===== src/rtl/audio_adc_deserializer.sv =====
// Serial audio ADC receiver: oversamples BCLK/LRCK/DAT in the clk domain and
// rebuilds signed left/right words with one-cycle valid strobes per channel.
module audio_adc_deserializer #(
    parameter int AUDIO_DATA_WIDTH = 24,
    parameter bit I2S_MODE         = 1'b1
) (
    input  logic                        clk,
    input  logic                        reset_n,
    input  logic                        adc_bclk,
    input  logic                        adc_lrck,
    input  logic                        adc_dat,
    input  logic                        clear_error,
    output logic [AUDIO_DATA_WIDTH-1:0] left_data,
    output logic [AUDIO_DATA_WIDTH-1:0] right_data,
    output logic                        left_valid,
    output logic                        right_valid,
    output logic                        frame_error
);

    localparam int W  = AUDIO_DATA_WIDTH;
    localparam int CW = $clog2(W + 1);
    localparam logic [CW-1:0] LP_W_CNT = CW'(W);

    typedef enum logic [1:0] {WAIT_SYNC, SKIP, SHIFT, HOLD} state_t;

    state_t        r_state, w_state_nxt;
    logic          r_bclk_s1, r_bclk_s2, r_bclk_d;
    logic          r_lrck_s1, r_lrck_s2, r_dat_s1, r_dat_s2;
    logic          r_lrck_prev, r_lrck_seen, r_chan;
    logic [W-1:0]  r_shreg;
    logic [CW-1:0] r_cnt, w_cnt_nxt;
    logic          w_bclk_rise, w_lrck_edge, w_lrck_chan, w_chan_nxt;
    logic          w_shift, w_done, w_err_set;
    logic [W-1:0]  w_word;

    always_ff @(posedge clk or negedge reset_n) begin
        if (!reset_n) begin
            r_bclk_s1 <= 1'b0; r_bclk_s2 <= 1'b0; r_bclk_d <= 1'b0;
            r_lrck_s1 <= 1'b0; r_lrck_s2 <= 1'b0;
            r_dat_s1  <= 1'b0; r_dat_s2  <= 1'b0;
        end else begin
            r_bclk_s1 <= adc_bclk;  r_bclk_s2 <= r_bclk_s1; r_bclk_d <= r_bclk_s2;
            r_lrck_s1 <= adc_lrck;  r_lrck_s2 <= r_lrck_s1;
            r_dat_s1  <= adc_dat;   r_dat_s2  <= r_dat_s1;
        end
    end

    assign w_bclk_rise = r_bclk_s2 & ~r_bclk_d;
    // The first LRCK sample after reset only primes the history, so a
    // mid-slot release can never be mistaken for a word boundary.
    assign w_lrck_edge = r_lrck_seen & (r_lrck_s2 != r_lrck_prev);
    assign w_lrck_chan = I2S_MODE ? ~r_lrck_s2 : r_lrck_s2;
    assign w_chan_nxt  = w_lrck_edge ? w_lrck_chan : r_chan;
    assign w_word      = {r_shreg[W-2:0], r_dat_s2};

    always_ff @(posedge clk or negedge reset_n) begin
        if (!reset_n) r_state <= WAIT_SYNC;
        else          r_state <= w_state_nxt;
    end

    always_comb begin
        w_state_nxt = r_state;
        w_cnt_nxt   = r_cnt;
        w_shift     = 1'b0;
        w_done      = 1'b0;
        w_err_set   = 1'b0;
        if (w_bclk_rise) begin
            if (w_lrck_edge) begin
                if (r_state == SKIP || r_state == SHIFT) w_err_set = 1'b1;
                if (I2S_MODE) begin
                    w_state_nxt = SKIP;
                    w_cnt_nxt   = '0;
                end else begin
                    w_state_nxt = SHIFT;
                    w_shift     = 1'b1;
                    w_cnt_nxt   = CW'(1);
                end
            end else if (r_state == SKIP || r_state == SHIFT) begin
                // The bit after the I2S delay slot is already the MSB.
                w_state_nxt = SHIFT;
                w_shift     = 1'b1;
                w_cnt_nxt   = (r_state == SKIP) ? CW'(1) : r_cnt + CW'(1);
            end
            if (w_shift && w_cnt_nxt == LP_W_CNT) begin
                w_done      = 1'b1;
                w_state_nxt = HOLD;
            end
        end
    end

    always_ff @(posedge clk or negedge reset_n) begin
        if (!reset_n) begin
            r_lrck_prev <= 1'b0;
            r_lrck_seen <= 1'b0;
            r_chan      <= 1'b0;
            r_cnt       <= '0;
            r_shreg     <= '0;
            left_data   <= '0;
            right_data  <= '0;
            left_valid  <= 1'b0;
            right_valid <= 1'b0;
            frame_error <= 1'b0;
        end else begin
            left_valid  <= 1'b0;
            right_valid <= 1'b0;
            r_cnt       <= w_cnt_nxt;
            r_chan      <= w_chan_nxt;
            if (w_bclk_rise) begin
                r_lrck_prev <= r_lrck_s2;
                r_lrck_seen <= 1'b1;
            end
            if (w_shift) r_shreg <= w_word;
            if (w_done) begin
                if (w_chan_nxt) begin
                    left_data  <= w_word;
                    left_valid <= 1'b1;
                end else begin
                    right_data  <= w_word;
                    right_valid <= 1'b1;
                end
            end
            if (w_err_set)        frame_error <= 1'b1;
            else if (clear_error) frame_error <= 1'b0;
        end
    end

endmodule

===== config.mk =====
export PLATFORM = sky130hd
export DESIGN_NAME = audio_adc_deserializer
export DESIGN_NICKNAME = d
export VERILOG_FILES = /design/src/rtl/audio_adc_deserializer.sv
export SDC_FILE = /design/constraint.sdc
export NUM_CORES = 1
export LEC_CHECK = 0
export CELL_PAD_IN_SITES_DETAIL_PLACEMENT = 0
export CELL_PAD_IN_SITES_GLOBAL_PLACEMENT = 2
export CORE_MARGIN = 1
export CORE_UTILIZATION = 27
export CTS_CLUSTER_SIZE = 28
export DETAILED_ROUTE_END_ITERATION = 16
export HOLD_SLACK_MARGIN = 0.15
export PLACE_DENSITY = 0.69
export SYNTH_ARGS = -nofsm -noshare
export SYNTH_HDL_FRONTEND = slang
export SYNTH_SLANG_ARGS = --single-unit

===== constraint.sdc =====
create_clock -name clk -period 2.3 [get_ports clk]
set_input_delay 0.46 -clock clk [delete_from_list [all_inputs] [get_ports clk]]
set_output_delay 0.46 -clock clk [all_outputs]
set_load 0.02 [all_outputs]

==> summary.md <==
| Metric | Value |
|---|---|
| Drt drc | `0` |
| Worst r2r src | `r_state[0]` |
| DIE AREA | `around 14000 um2` |
| CP Class | `flip-flop to flip-flop` |
| Path type of the worst min-delay path | `flip-flop to flip-flop` |
| CTS root buffer | `clkbuf_16` |
| Sequential share of the synthesized area | `61.0%` |
| Critical Path AT | `2.61 ns` |
| CTS tree | `yes` |
| Synth Instances | `between 200 and 250` |
| Final WS setup | `-0.0822 ns` |
| Layout Nets | `323` |
| Fin crit share | `104%` |
| Max Transition Viols Final | `0` |
| GR Overflow Total | `0` |
| Pre-Repair DR Iteration Count | `4` |
| Vias per cell | `between 4 and 5` |
| Dpl hpwl | `about 4.9 mm` |
| Reg-to-Reg End | `right_data[16]` |
| Final Skew | `around 0.006 ns` |
| Top cell type's share of synthesized area | `61.0%` |
| Tmin final | `approximately 2.4 ns` |
| Vias post-DR | `between 2000 and 2500` |
| Status | `finished with violations` |
| Placer Congestion | `approximately 0.69` |
| Share of cells above drive strength 1 | `around 37%` |
| R2R depth | `8` |
| Critical Path Source | `r_state[0]` |
| Final ANT Viol Nets | `0` |
| Post-synth EDFFs | `0` |
| Failing checks | `negative setup slack` |
| Post-synthesis cell type count | `35` |
| Crit path max fanout | `12` |
| Die Y | `between 100 and 150 um` |
| Routed WL | `7.48 mm` |
| Synth-to-Final Area Change | `34.6%` |
| Mapped Nets | `roughly 240` |
| IR drop worst, VDD | `around 0.38 mV` |
| Mean post-synth cell area | `between 15 and 20 um2` |
| CTS Sinks | `91` |
| Multi-input combinational cell area | `roughly 1400 um2` |
| RSZ-0062 raised after global routing | `yes` |
| Most frequent cells in the layout | `dfrtp_1, clkdlybuf4s50_1, mux2_4` |
| CP Launch Type | `flip-flop` |
| Hold Fails Final Rpt | `0` |
| Pre-CTS setup slack | `-0.0831 ns` |
| Yosys reg bits | `roughly 90` |
| PortBufs | `between 50 and 60` |
| R2r setup slk | `-0.08 ns` |
| Diodes inserted | `0` |
| Initial core utilization | `28.0%` |
| CTS buffer count | `9` |
| WHS Endpoint | `r_dat_s2` |
| Max_cap viols | `0` |
| Pin slew with the least headroom to its limit | `~0.45 ns` |
| First-pass GRT wire length | `12.2 mm` |
| Per-cell routed wire length | `between 15 and 20 um` |
| Fillers | `roughly 1300` |
| Synth warnings | `0` |
| Hold Crit Depth | `0` |
| Drt initial violations | `around 90` |
| Worst hold start | `r_dat_s1` |
| Rows | `between 40 and 50` |
| Most common cell after layout, fill and taps aside | `dfrtp_1` |
| CTS Buffer Depth | `2` |
| Worst Setup End Kind | `flip-flop` |
| Number of global-route vias before repair | `approximately 2200` |
| Asr flop ratio synth | `between 90% and 100%` |
| Skew-Pair Late Insertion Delay | `roughly 0.34 ns` |
| Final setup vio count | `36` |
| Synth area leaders | `dfrtp_1, mux2_4, mux2_2, buf_6, nand4_4` |
| Die X-Extent | `120 um` |
| Area of the mapped netlist | `between 3000 and 4000 um2` |
| H-tree level count | `3` |
| Register area | `roughly 2300 um2` |
| Finished Cell Area | `around 5000 um2` |
| Hold slack final | `~0.35 ns` |
| GRT Util Overall | `a little under an eighth` |
| Leak Pwr | `about 2.4 nW` |
| Initial antenna violation count | `0` |
| Slew margin rel. | `a little under 70%` |
| Worst-path clk slew | `~0.060 ns` |
| Io pins | `57` |
| CP required | `around 2.5 ns` |
| Yosys top cell by area | `dfrtp_1` |
| Pwr dens | `roughly 800 nW/um2` |
| DP Area | `about 4600 um2` |
| Largest net degree at the start of global routing | `76` |
| Predominant post-synthesis flop cell | `dfrtp_1` |
| Area of the core | `~13000 um2` |
| Fmax | `roughly 0.42 GHz` |
cell usage after synthesis, drive strengths merged (2+ instances only):
library cell   n
nor2           5
dfrtp         91
ha             2
inv            6
clkbuf         2
o21ai          6
and2           2
a21oi          8
nand4          3
nand2          8
nor3           2
buf            7
o22a           2
nand4b         2
nor3b          2
nand2b         3
mux2          71
sequential cells by signal (all words and copies together), names as in the netlist:
register and flops:
left_data 24, right_data 24, r_shreg 23, r_cnt 5
r_state 2, frame_error 1, left_valid 1, r_bclk_d 1
r_bclk_s1 1, r_bclk_s2 1, r_chan 1, r_dat_s1 1
r_dat_s2 1, r_lrck_prev 1, r_lrck_s1 1, r_lrck_s2 1
r_lrck_seen 1, right_valid 1
cells by family after synthesis:
kind of cell             after synthesis  share of synthesized area [%]
multiplexers                          72                           25.7
AO/OA/AOI/OAI                         22                           3.69
AND/OR/NAND/NOR                       31                           6.07
flip-flops                            91                           61.0
XOR/XNOR                               2                          0.469
adder cells (fa/ha/maj)                2                          0.670
buffers and inverters                 15                           2.41
where the power goes:
group | switching [mW] | total (mW) | internal (mW)
clock | 0.596 | 1.46 | 0.865
combinational | 0.385 | 0.739 | 0.354
sequential | 0.117 | 1.84 | 1.72
worst max path at each step:
stage / to / slack, ns / depth (start not counted)
after floorplan: left_data[10] / 0.03 / 8
after global placement: right_data[16] / -0.04 / 7
after detailed placement: left_data[22] / -0.08 / 7
after CTS: right_data[6] / -0.07 / 8
after global routing: right_data[16] / -0.15 / 8
final: right_data[16] / -0.08 / 8
stage by stage:
step	cells	util, %	total power [mW]	TNS, ns
after global routing	495	37.6	4.26	-4.40
after floorplan	235	-	2.28	0
final	495	37.6	4.04	-1.99
after detailed placement	473	34.7	2.56	-3.31
after CTS	495	37.8	4.08	-1.24
after global placement	473	34.7	2.54	-1.43
final cells by class:
class                           count  share of cell area, %
Inverter                            6                  0.448
Clock inverter                      4                   1.02
Sequential cell                    91                   45.3
Multi-Input combinational cell    129                   27.8
Timing Repair Buffer               78                   16.2
Clock buffer                       11                   4.83
Tap cell                          176                   4.38
worst max-delay path, cell delays in order, from the launching register on:
cell and delay, ns:
dfrtp_1 0.41, ha_4 0.27, nand4b_1 0.25, xnor2_2 0.23
nor3b_4 0.30, buf_4 0.17, nand4_4 0.13, buf_12 0.21
mux2_4 0.30
metal layers:
metal / global-route usage (%) / share of wire [%] / up-vias
li1: - / - / 989
met3: 4.99 / 6.2 / 8
met2: 16.9 / 46 / 48
met4: 3.52 / 1.3 / 0
met5: 0 / 0 / -
met1: 14.7 / 46 / 1046
timing repair:
item                                   4_1_cts  5_1_grt
endpoints found under the hold margin       16        0
setup endpoints to repair                   48       48
gates resized for setup                      4        5
gates cloned                                 2        0
pin swaps                                    1        0
hold buffers                                 1        0
setup buffers                                4        1
No activity file was read; power rests on OpenSTA's default activity.
==> variant: new RTL, config.mk and constraints unchanged <==
The parameter `AUDIO_DATA_WIDTH` goes from 24 to 48.
--- a/src/rtl/audio_adc_deserializer.sv
+++ b/src/rtl/audio_adc_deserializer.sv
@@ -1,7 +1,7 @@
 // Serial audio ADC receiver: oversamples BCLK/LRCK/DAT in the clk domain and
 // rebuilds signed left/right words with one-cycle valid strobes per channel.
 module audio_adc_deserializer #(
-    parameter int AUDIO_DATA_WIDTH = 24,
+    parameter int AUDIO_DATA_WIDTH = 48,
     parameter bit I2S_MODE         = 1'b1
 ) (
     input  logic                        clk,
Ports: changed (resized left_data and right_data); port bits go from 57 to 105. No check against the original RTL was run, so the function may have changed too.
==> variant against the original RTL <==
- the run still ends with negative setup slack left
- setup slack got worse by 0.0066 ns
- power increased by 65%
- routed wire length is 93% higher
- die area increased by 67%
- maximum frequency is 0.28% lower
- sequential power up 68%
- count of clock-buffer cells in the layout is 6 higher
- sequential cell count increased by 73
- final area rose by 78%
- via count is 77% higher
- sequential share of layout area rose by 0.47 points
- area after synthesis increased by 68%
- first-iteration DRC count is 13% higher
- largest power group unchanged
==> variant: results (changes against the original RTL) <==
initial antenna violation count=0 (unchanged); Area contributors post-synth=dfrtp_1 (65%), mux2_2 (21%), mux2_1 (4.5%), buf_2 (0.56%), o21ai_0 (0.56%) (was dfrtp_1 (61%), mux2_4 (16%), mux2_2 (9.3%), buf_6 (1.2%), nand4_4 (1.1%)); largest net degree at the start of global routing=60 (was 76); Final HPWL DP=8710 µm (was 4880 µm); worst-case clock skew=0.0135 ns (was 0.00586 ns); setup violators final=95 (was 36); critical path data arrival time=2.70 ns (was 2.61 ns); number of nets in the layout=540 (was 323); IO buf count=104 (was 56); failing checks=negative setup slack (unchanged); vias in the first global route=4090 (was 2212); Post-Route WL=14400 µm (was 7480 µm); Placement Setup Slack=-0.142 ns (was -0.0831 ns); Iter 0 DRT Violations=101 (was 89); Max rail drop VDD=0.516 mV (was 0.377 mV); CTS buffer count=17 (was 9); setup ws final=-0.0888 ns (was -0.0822 ns); sequential share of the synthesized area=0.654 (was 0.610); RR Startpoint=r_state[1] (was r_state[0]); critical path type=reg -> reg (unchanged); First-pass DRT Iterations=4 (unchanged); vias after detailed routing=3696 (was 2091); fillers=2108 (was 1302); GRT Total Usage=0.126 (was 0.113); Regs by FF count=left_data (48), right_data (48), r_shreg (47) (was left_data (24), right_data (24), r_shreg (23)); first-pass GRT wire length=23200 µm (was 12200 µm); Hold WC Path Type=reg -> reg (unchanged); htree depth=4 (was 3); CTS root buf=clkbuf_16 (unchanged); critical-path maximum fanout=7 (was 12); Worst Max-Slew Pin Slew=0.488 ns (was 0.448 ns); Crit path largest cell delay=0.39 ns (was 0.41 ns); CP max-delay cell=dfrtp_1 (unchanged); RR Endpoint=right_data[13] (was right_data[16]); status=finished with violations (unchanged); Clock Latency Late Sink=0.42 ns (was 0.34 ns); Post-synth top cells=dfrtp_1 (164), mux2_2 (118), mux2_1 (25), nand2_1 (9) (was dfrtp_1 (91), mux2_4 (40), mux2_2 (31), a21oi_1 (8), nand2_1 (8)); post-placement cell area=0.00781 mm² (was 0.00463 mm²); syn_nets=398 (was 243); cell leakage power=4.13 nW (was 2.44 nW); reg2reg path depth=9 (was 8); CTS Buffer Depth=2 (unchanged); share of cells above drive strength 1=0.404 (was 0.367); synth unique cells=35 (unchanged); gpl congestion=0.729 (was 0.694); clock-pin slew on the worst setup and hold paths=0.07 ns; Most used DFF post-synth=dfrtp_1 (unchanged)
-- variant: worst min-delay path by stage --
| stage | startpoint | to | cells past startpoint |
|---|---|---|---|
| floorplan | reset_n | frame_error | 0 |
| global placement | r_dat_s1 | r_dat_s2 | 0 |
| detailed placement | r_lrck_s1 | r_lrck_s2 | 0 |
| CTS | r_bclk_s1 | r_bclk_s2 | 0 |
| global route | r_bclk_s1 | r_bclk_s2 | 0 |
| finish | r_bclk_s1 | r_bclk_s2 | 0 |
-- variant: per-layer routing --
layer  GRT usage  routed length (µm)  vias to the layer above
met5           0                   0                        -
met4      0.0368                 142                        0
met3      0.0499                 838                       11
met2       0.192                6750                       86
met1       0.164                6670                     1929
li1            -                   -                     1670
-- variant: per-stage QoR --
stage                     TNS, ns  utilization  instances  hold WS [ns]  power, mW
after global routing       -16.71        0.395        829         0.354       6.97
after CTS                   -1.82        0.383        824         0.350       6.74
final                       -5.02        0.395        829         0.349       6.66
after floorplan           -0.0724            -        390         0.164       3.52
after global placement      -5.39        0.344        784         0.337       3.81
after detailed placement    -8.80        0.344        784         0.338       3.82
-- variant: final cells by class --
class | instances | area share
clock buffer | 17 | 0.0475
clock inverter | 14 | 0.0186
inverter | 7 | 0.00293
multi-input combinational | 203 | 0.260
sequential | 164 | 0.458
tap | 285 | 0.0398
timing repair buffer | 139 | 0.174
-- variant: repair_timing --
item	CTS	global route
endpoints found under the setup margin	96	96
hold buffers	1	0
endpoints found under the hold margin	47	0
gates cloned	3	3
buffers inserted	5	2
pin swaps	4	0
resized for setup	43	48
-- variant: cells by family after synthesis --
logic type      share of synthesized area
flops                               0.654
buf+inv                            0.0241
compound gates                     0.0213
simple gates                       0.0305
xor+xnor                          0.00559
mux                                 0.260
fa+ha+maj                         0.00399
-- variant: where the power goes --
part           switching, mW  total (mW)  internal (mW)
registers              0.101        3.09           2.99
logic                  0.365       0.719          0.353
clock network           1.22        2.85           1.63
-- variant: critical path, delay by kind of cell, from the launching register on --
family | cells | cell delay, ns
XOR/XNOR | 1 | 0.20
adder cells (fa/ha/maj) | 1 | 0.20
buffers and inverters | 3 | 0.47
flip-flops | 1 | 0.39
multiplexers | 1 | 0.31
AND/OR/NAND/NOR | 3 | 0.70
